--- config.mk ---
export PLATFORM = sky130hd
export DESIGN_NAME = imem_loader
export DESIGN_NICKNAME = d
export VERILOG_FILES = /design/src/rtl/imem_loader.sv
export SDC_FILE = /design/constraint.sdc
export NUM_CORES = 1
export LEC_CHECK = 0
export CAP_MARGIN = 5
export CORE_MARGIN = 2
export CORE_UTILIZATION = 55
export CTS_CLUSTER_DIAMETER = 80
export DETAILED_ROUTE_END_ITERATION = 6
export GPL_TIMING_DRIVEN = 0
export PLACE_DENSITY_LB_ADDON = 0.1
export SYNTH_ARGS = -nofsm -noshare
export SYNTH_HDL_FRONTEND = slang
export SYNTH_SLANG_ARGS = --single-unit
--- constraint.sdc ---
create_clock -name clk -period 4.4 [get_ports clk]
set_input_delay 0.88 -clock clk [delete_from_list [all_inputs] [get_ports clk]]
set_output_delay 0.88 -clock clk [all_outputs]
set_load 0.1 [all_outputs]
--- src/rtl/imem_loader.sv ---
// Boot loader: framed byte stream -> big-endian instruction words on the
// imem write port, with XOR checksum and a core hold until a good load.
module imem_loader #(
  parameter int ADDR_W         = 8,
  parameter int TIMEOUT_CYCLES = 1024
) (
  input  logic              clk,
  input  logic              reset,
  input  logic              start,
  input  logic              in_valid,
  input  logic [7:0]        in_data,
  output logic              in_ready,
  output logic              imem_we,
  output logic [ADDR_W-1:0] imem_waddr,
  output logic [31:0]       imem_wdata,
  output logic              cpu_hold,
  output logic              done,
  output logic              error,
  output logic [1:0]        err_code,
  output logic [ADDR_W:0]   words_loaded
);

  localparam logic [2:0] S_IDLE   = 3'd0;
  localparam logic [2:0] S_LEN_HI = 3'd1;
  localparam logic [2:0] S_LEN_LO = 3'd2;
  localparam logic [2:0] S_DATA   = 3'd3;
  localparam logic [2:0] S_CHK    = 3'd4;
  localparam logic [2:0] S_DONE   = 3'd5;
  localparam logic [2:0] S_ERR    = 3'd6;

  localparam int CW = ADDR_W + 1;
  localparam int TW = $clog2(TIMEOUT_CYCLES + 1);
  localparam logic [TW-1:0] TO_LAST = TW'(TIMEOUT_CYCLES - 1);
  localparam logic [16:0]   MAX_N   = 17'(2 ** ADDR_W);

  logic [2:0]        state_q, state_d;
  logic [7:0]        len_hi_q, len_hi_d;
  logic [CW-1:0]     len_q, len_d;
  logic [31:0]       word_q, word_d;
  logic [1:0]        bcnt_q, bcnt_d;
  logic [7:0]        acc_q, acc_d;
  logic [TW-1:0]     idle_q, idle_d;
  logic              we_q, we_d;
  logic [ADDR_W-1:0] waddr_q, waddr_d;
  logic [31:0]       wdata_q, wdata_d;
  logic              done_q, done_d;
  logic              error_q, error_d;
  logic [1:0]        code_q, code_d;
  logic [CW-1:0]     wl_q, wl_d;

  logic        fire;
  logic        restart;
  logic [15:0] len_w;
  logic [31:0] word_w;
  logic [CW-1:0] wl_inc;

  assign in_ready = (state_q == S_LEN_HI) || (state_q == S_LEN_LO) ||
                    (state_q == S_DATA)   || (state_q == S_CHK);
  assign fire    = in_valid && in_ready;
  assign restart = start && ((state_q == S_IDLE) ||
                             (state_q == S_DONE) ||
                             (state_q == S_ERR));
  assign len_w   = {len_hi_q, in_data};
  assign word_w  = {word_q[23:0], in_data};
  assign wl_inc  = wl_q + CW'(1);

  always_comb begin
    state_d  = state_q;
    len_hi_d = len_hi_q;
    len_d    = len_q;
    word_d   = word_q;
    bcnt_d   = bcnt_q;
    acc_d    = acc_q;
    idle_d   = idle_q;
    we_d     = 1'b0;
    waddr_d  = waddr_q;
    wdata_d  = wdata_q;
    done_d   = done_q;
    error_d  = error_q;
    code_d   = code_q;
    wl_d     = wl_q;

    if (restart) begin
      state_d = S_LEN_HI;
      done_d  = 1'b0;
      error_d = 1'b0;
      code_d  = 2'd0;
      wl_d    = '0;
      acc_d   = '0;
      bcnt_d  = '0;
      idle_d  = '0;
    end else begin
      case (state_q)
        S_LEN_HI: if (fire) begin
          len_hi_d = in_data;
          state_d  = S_LEN_LO;
        end
        S_LEN_LO: if (fire) begin
          if ({1'b0, len_w} > MAX_N) begin
            state_d = S_ERR;
            error_d = 1'b1;
            code_d  = 2'd1;
          end else if (len_w == 16'd0) begin
            state_d = S_CHK;
          end else begin
            len_d   = len_w[CW-1:0];
            state_d = S_DATA;
          end
        end
        S_DATA: if (fire) begin
          word_d = word_w;
          acc_d  = acc_q ^ in_data;
          bcnt_d = bcnt_q + 2'd1;
          if (bcnt_q == 2'd3) begin
            we_d    = 1'b1;
            waddr_d = wl_q[ADDR_W-1:0];
            wdata_d = word_w;
            wl_d    = wl_inc;
            if (wl_inc == len_q) state_d = S_CHK;
          end
        end
        S_CHK: if (fire) begin
          if (in_data == acc_q) begin
            state_d = S_DONE;
            done_d  = 1'b1;
          end else begin
            state_d = S_ERR;
            error_d = 1'b1;
            code_d  = 2'd2;
          end
        end
        default: ;
      endcase

      // Starvation watchdog; it only runs while we are asking for bytes.
      if (in_ready) begin
        if (fire) begin
          idle_d = '0;
        end else if (idle_q == TO_LAST) begin
          state_d = S_ERR;
          error_d = 1'b1;
          code_d  = 2'd3;
        end else begin
          idle_d = idle_q + TW'(1);
        end
      end
    end
  end

  always_ff @(posedge clk or posedge reset) begin
    if (reset) begin
      state_q  <= S_IDLE;
      len_hi_q <= '0;
      len_q    <= '0;
      word_q   <= '0;
      bcnt_q   <= '0;
      acc_q    <= '0;
      idle_q   <= '0;
      we_q     <= 1'b0;
      waddr_q  <= '0;
      wdata_q  <= '0;
      done_q   <= 1'b0;
      error_q  <= 1'b0;
      code_q   <= 2'd0;
      wl_q     <= '0;
    end else begin
      state_q  <= state_d;
      len_hi_q <= len_hi_d;
      len_q    <= len_d;
      word_q   <= word_d;
      bcnt_q   <= bcnt_d;
      acc_q    <= acc_d;
      idle_q   <= idle_d;
      we_q     <= we_d;
      waddr_q  <= waddr_d;
      wdata_q  <= wdata_d;
      done_q   <= done_d;
      error_q  <= error_d;
      code_q   <= code_d;
      wl_q     <= wl_d;
    end
  end

  assign imem_we      = we_q;
  assign imem_waddr   = waddr_q;
  assign imem_wdata   = wdata_q;
  // A restart pulse in DONE re-freezes the core in that same cycle.
  assign cpu_hold     = (state_q != S_DONE) || start;
  assign done         = done_q;
  assign error        = error_q;
  assign err_code     = code_q;
  assign words_loaded = wl_q;

endmodule

* After elaboration in Yosys (flattened, before gate mapping)
Cells that the tools add are included.
** Storage, ports and cells
- Input port bits :: 12
- Output and inout port bits :: 56
- Flip-flop bits (word level) :: 119
- Word-level logic and storage cells :: 112
** Operators by class
- Equal/unequal tests :: 12
- Bitwise logic cells :: 4
- Reduce and logical (&&, ||, !) cells :: 24
- $lt $le $gt $ge :: 1
- Mux-type cells :: 54
- $add $sub $neg :: 3
** Operator list (count)
- two-way mux 11 bit :: 4
- two-way mux 3 bit :: 12
- two-way mux 9 bit :: 4
- two-way mux 2 bit :: 12
- two-way mux 8 bit :: 3
- > comparator 16 x 9 -> 1 bit (second input constant) :: 1
- logical NOT 16 bit :: 1
- two-way mux 1 bit :: 16
- case mux 3 bit (4 select lines) :: 1
- AND reduction 3 bit :: 4
- nonzero test 2 bit :: 6
- adder 11 x 1 -> 11 bit (second input constant) :: 1
- == test 11 x 10 -> 1 bit (second input constant) :: 1
- adder 9 x 1 -> 9 bit (second input constant) :: 1
- == test 3 bit (second input constant) :: 3
- == test 9 bit :: 1
- == test 8 bit :: 1
- XOR 8 bit :: 1
- == test 3 x 2 -> 1 bit (second input constant) :: 2
- logical OR 1 bit :: 6
- != test 3 bit (second input constant) :: 2
- AND reduction 5 bit :: 1
- case mux 2 bit (2 select lines) :: 1
- AND reduction 2 bit :: 2
- other kinds (8) :: 11

* Depth between registers and ports, before layout
- Word-level depth :: 11
- Gate-level depth with buffers :: 10
- Depth with buffers taken out :: 7

* Least setup slack after synthesis
No wires, ideal clock.
- Path kind :: register to register
- From :: register wl_q[0] (netlist: words_loaded[0])
- To :: register state_q[2]
- Setup time :: 78 ps
- Stages on the path, launching flop included :: 9
- Path buffers :: 1
- Arrival time :: 2533 ps
- Required time :: 4322 ps
- Slack :: 1789 ps
- Cell sequence :: dfrtp_1 > ha_1 > clkbuf_1 > nand3_1 > nor2_1 > nand3_1 > nor3b_1 > or3_1 > a21oi_1
** Between the ends
- Longest elaborated chain between the ends :: 10
** RTL lines
- start, declared :: line 49 : logic [CW-1:0] wl_q, wl_d;
- start signal, assigned :: line 180 : wl_q <= wl_d;
- adder 9 x 1 -> 9 bit (*) :: line 65 : assign wl_inc = wl_q + CW'(1);
- == test 9 bit (*) :: line 119 : if (wl_inc == len_q) state_d = S_CHK;
- two-way mux 3 bit (*) :: line 119
- two-way mux 3 bit (*) :: line 114 : if (bcnt_q == 2'd3) begin
- two-way mux 3 bit (*) :: line 110 : S_DATA: if (fire) begin
- case mux 3 bit (4 select lines) (*) :: line 93 : case (state_q)
- two-way mux 3 bit :: line 139 : end else if (idle_q == TO_LAST) begin
- two-way mux 3 bit :: line 137 : if (fire) begin
- two-way mux 3 bit (*) :: line 136 : if (in_ready) begin
- two-way mux 3 bit (*) :: line 83 : if (restart) begin
- named net state_d[2] :: line 36 : logic [2:0] state_q, state_d;
- end signal, assigned :: line 167 : state_q <= state_d;
- end, declared :: line 36
The timed path passes the listed nets; every way through them passes the cells marked *.
A chain may end at the register's enable or synchronous reset.

* Worst setup path in the final report
- From :: input port start
- To :: output port cpu_hold
** Between the ends
- Longest elaborated chain between the ends :: 1
** RTL lines
- start, declared :: line 9 : input logic start,
- logical OR 1 bit :: line 188 : assign cpu_hold = (state_q != S_DONE) || start;
- end, declared :: line 16 : output logic cpu_hold,
Every way passes these cells.

==> out/results.tsv <==
stage	metric	value	unit
pwr	Peak VDD IR	0.401	mV
finish	storage element area	2980	µm²
routing	Residual DRC	0	
timing	final hold viol count	0	
timing	worst setup margin	0.836	ns
finish	n_diodes	0	
pwr	PD cells	674	nW/µm²
worst_setup_path	Reg-to-Reg Start	state_q[2]$_DFF_PP0_	
clocking	Sink Count	119	
global_route	grt ovf	0	
yosys	Distinct cells, synth	55	
finish	non-filler cells, final	780	
clocking	number of gates resized after CTS	0	
worst_setup_path	Crit Path Max Fanout	4	
routing	DRT iter0 DRCs	194	
global_route	GRT Resource Usage Total	24.9	%
pwr	internal power	0.00273	W
yosys	asr flop ratio synth	100	%
timing	Fmax	0.281	GHz
pwr	Pleak	3.18	nW
yosys	sequential share of the synthesized area	55.1	%
placement	Port Buf Inserts	67	
worst_setup_path	critical path endpoint category	primary output	
worst_hold_path	Hold Path Origin	imem_wdata[29]$_DFFE_PP0P_	
finish	commonest non-fill, non-tap cells in the layout	172 x nand2_1, 119 x dfrtp_1, 67 x clkdlybuf4s50_1	
flow_run	Max-cap violations	0	
global_route	vias in the first global route	4103	
worst_setup_path	CP required	3.52	ns
clocking	clk buf depth	2	
yosys	Primary FF master, synth	dfrtp_1	
routing	final wirelength	12100	µm
pwr	sequential group share of total power	34.7	%
finish	multi-input logic area	2280	µm²
timing	Final Setup Violations	0	
finish	fill count	745	
timing	Final Slew Violations	0	
clocking	Clk Latency, worst-skew pair	0.53	ns
routing	highest routed layer	met4	
clocking	Clock transition at path regs	0.06	ns
worst_setup_path	CP Class	in2out	
placement	Place WS	0.840	ns
worst_setup_path	Setup crit start	start	
global_route	pin count of the biggest net entering global routing	97	
die	Initial Utilization	56.1	%
timing	Fin Hold WS	0.470	ns
timing	RSZ-0062 raised after global routing	no	
routing	DR WL/cell	15.5	µm
routing	vias per cell	5.45	
yosys	Syn Inst Count	547	
pwr	Comb pwr share	36.2	%
placement	placed cells	748	
placement	post-detail-place hpwl	8200	µm
die	height of the die	103	µm
clocking	H-tree levels	4	
pwr	Sw Share	41.0	%
worst_hold_path	min-delay worst type	reg2reg	
timing	period utilisation layout	81.0	%
clocking	TritonCTS clock tree	yes	
die	Core Box Area	9640	µm²
worst_setup_path	Worst setup SP type	primary input	
clocking	cts bufs inserted	17	
timing	relative slew slack	34.3	%
placement	RD Place Congestion	0.860	
yosys	area leader, netlist	dfrtp_1	
yosys	YS warnings	0	
die	die area	10600	µm²
worst_setup_path	Crit path arrival time	2.68	ns
finish	share of layout cells above drive strength 1	13.3	%
yosys	share of the synthesized area in the top cell type	55.1	%
finish	synth-to-layout area growth	26.8	%
clocking	post-cts hold buffer count	0	
finish	most common cell after layout, fill and taps aside	nand2_1	
pwr	Psw	0.00189	W
die	IO Pins	68	
routing	Detailed Routing Iterations Pass 1	5	
clocking	postcts setup bufs	0	
yosys	Post-synth EDFFs	0	
die	die width	103	µm
timing	final setup skew	0.00963	ns
yosys	top post-synthesis cells by area	dfrtp_1 55%, nand2_1 12%, mux2_2 6.9%, o21ai_0 3.4%, xnor2_1 2.6%	
yosys	Yosys reg bits	119	
routing	routed length on met1	5630	µm
timing	worst slew pin tran	0.983	ns
global_route	initial antenna violation count	0	
yosys	area of the mapped netlist	5410	µm²
finish	nets@finish	649	
routing	routed wl met2	5770	µm
die	Rows	36	
yosys	synthesized area per cell	9.88	µm²
routing	via count	4252	
global_route	first-pass GRT wire length	20200	µm
timing	min cycle time layout	3.56	ns
clocking	CTS Root Cell	clkbuf_8	
yosys	Net Count, Synth	562	
run_status	status	finished clean	
pwr	clock share of power	29.1	%
routing	ANT nets after route	0	
routing	met3 WL	571	µm
==> flip-flops by register name (all words and copies together), names as in the netlist <==
register      count
acc_q             8
len_hi_q          8
state_q           3
len_q             9
imem_we           1
done              1
error             1
idle_q           11
bcnt_q            2
imem_waddr        8
imem_wdata       32
word_q           24
words_loaded      9
err_code          2
==> cell type report <==
type	count	area share (%)
timing repair buffer	68	10.2
sequential	119	43.5
multi-input combinational	398	33.2
inverter	5	0.347
tap	133	2.43
clock buffer	19	6.30
clock inverter	13	2.12
buffer	25	1.92
==> Yosys cell counts (2+ instances only) <==
cell type  count
clkbuf_1      14
o21ai_0       37
nor3b_1        2
o22ai_1        4
xnor2_1       16
a31oi_1        2
buf_1          3
xor2_1        10
o41ai_1        2
nor2b_1        3
ha_1           3
or3_1          3
and3_1         5
mux2_2        33
nand4_1        4
buf_6          3
nor2_1        26
nand3_1       15
inv_1          4
nor4_1         7
a21oi_1       12
nand2b_1       3
nand2_1      172
o31ai_1        5
or4_4          2
nor3_1         2
or2_2          2
dfrtp_1      119
and2_1         2
a21boi_0       2
buf_2          4
or4_1          3
==> cells by family after synthesis <==
family	synth area share (%)
and+or+nand+nor	21.7
DFF	55.1
AOI/OAI and AO/OA	8.31
muxes	7.06
buffers and inverters	2.78
xor gates and xnor gates	4.21
adders and majority gates	0.880
==> metal layers <==
layer | vias to the layer above | GRT usage, %
met5 | - | 0
met4 | 0 | 7.09
met3 | 15 | 5.97
met2 | 113 | 39.6
met1 | 2096 | 34.6
li1 | 2028 | -
==> path summary, 6_finish.rpt <==
| path | slack [ns] | cells after the start | endpoint |
|---|---|---|---|
| max reg2reg | 1.81 | 9 | imem_wdata[22]$_DFFE_PP0P_ |
| min reg2reg | 0.47 | 2 | imem_wdata[29]$_DFFE_PP0P_ |
| max | 0.84 | 4 | cpu_hold |
| min | 0.47 | 2 | imem_wdata[29]$_DFFE_PP0P_ |
| min in group asynchronous | 0.68 | 2 | imem_waddr[4]$_DFFE_PP0P_ |
| max in group asynchronous | 3.02 | 3 | len_hi_q[2]$_DFFE_PP0P_ |
==> worst max-delay path, cell delays in order <==
cell             delay (ns)
clkdlybuf4s50_1        0.53
nor2_1                 0.06
nand3_1                0.08
clkdlybuf4s50_1        1.13
==> power groups by stage <==
| stage | Sequential (W) | Clock (W) | Combinational, W |
|---|---|---|---|
| floorplan | 0.00208 | 0 | 0.000784 |
| global placement | 0.00160 | 0 | 0.00163 |
| detailed placement | 0.00161 | 0 | 0.00166 |
| CTS | 0.00160 | 0.00136 | 0.00168 |
| global route | 0.00164 | 0.00141 | 0.00180 |
| finish | 0.00160 | 0.00134 | 0.00167 |
==> metrics by stage <==
step | instance area [µm²] | power [W] | TNS (ns) | utilization [%]
floorplan | 5410 | 0.00287 | 0 | -
global placement | 6240 | 0.00323 | -144.65 | 64.8
detailed placement | 6270 | 0.00328 | 0 | 65.1
CTS | 6850 | 0.00463 | 0 | 71.1
global route | 6850 | 0.00485 | 0 | 71.1
finish | 6850 | 0.00462 | 0 | 71.1
No activity file was read; power rests on OpenSTA's default activity.
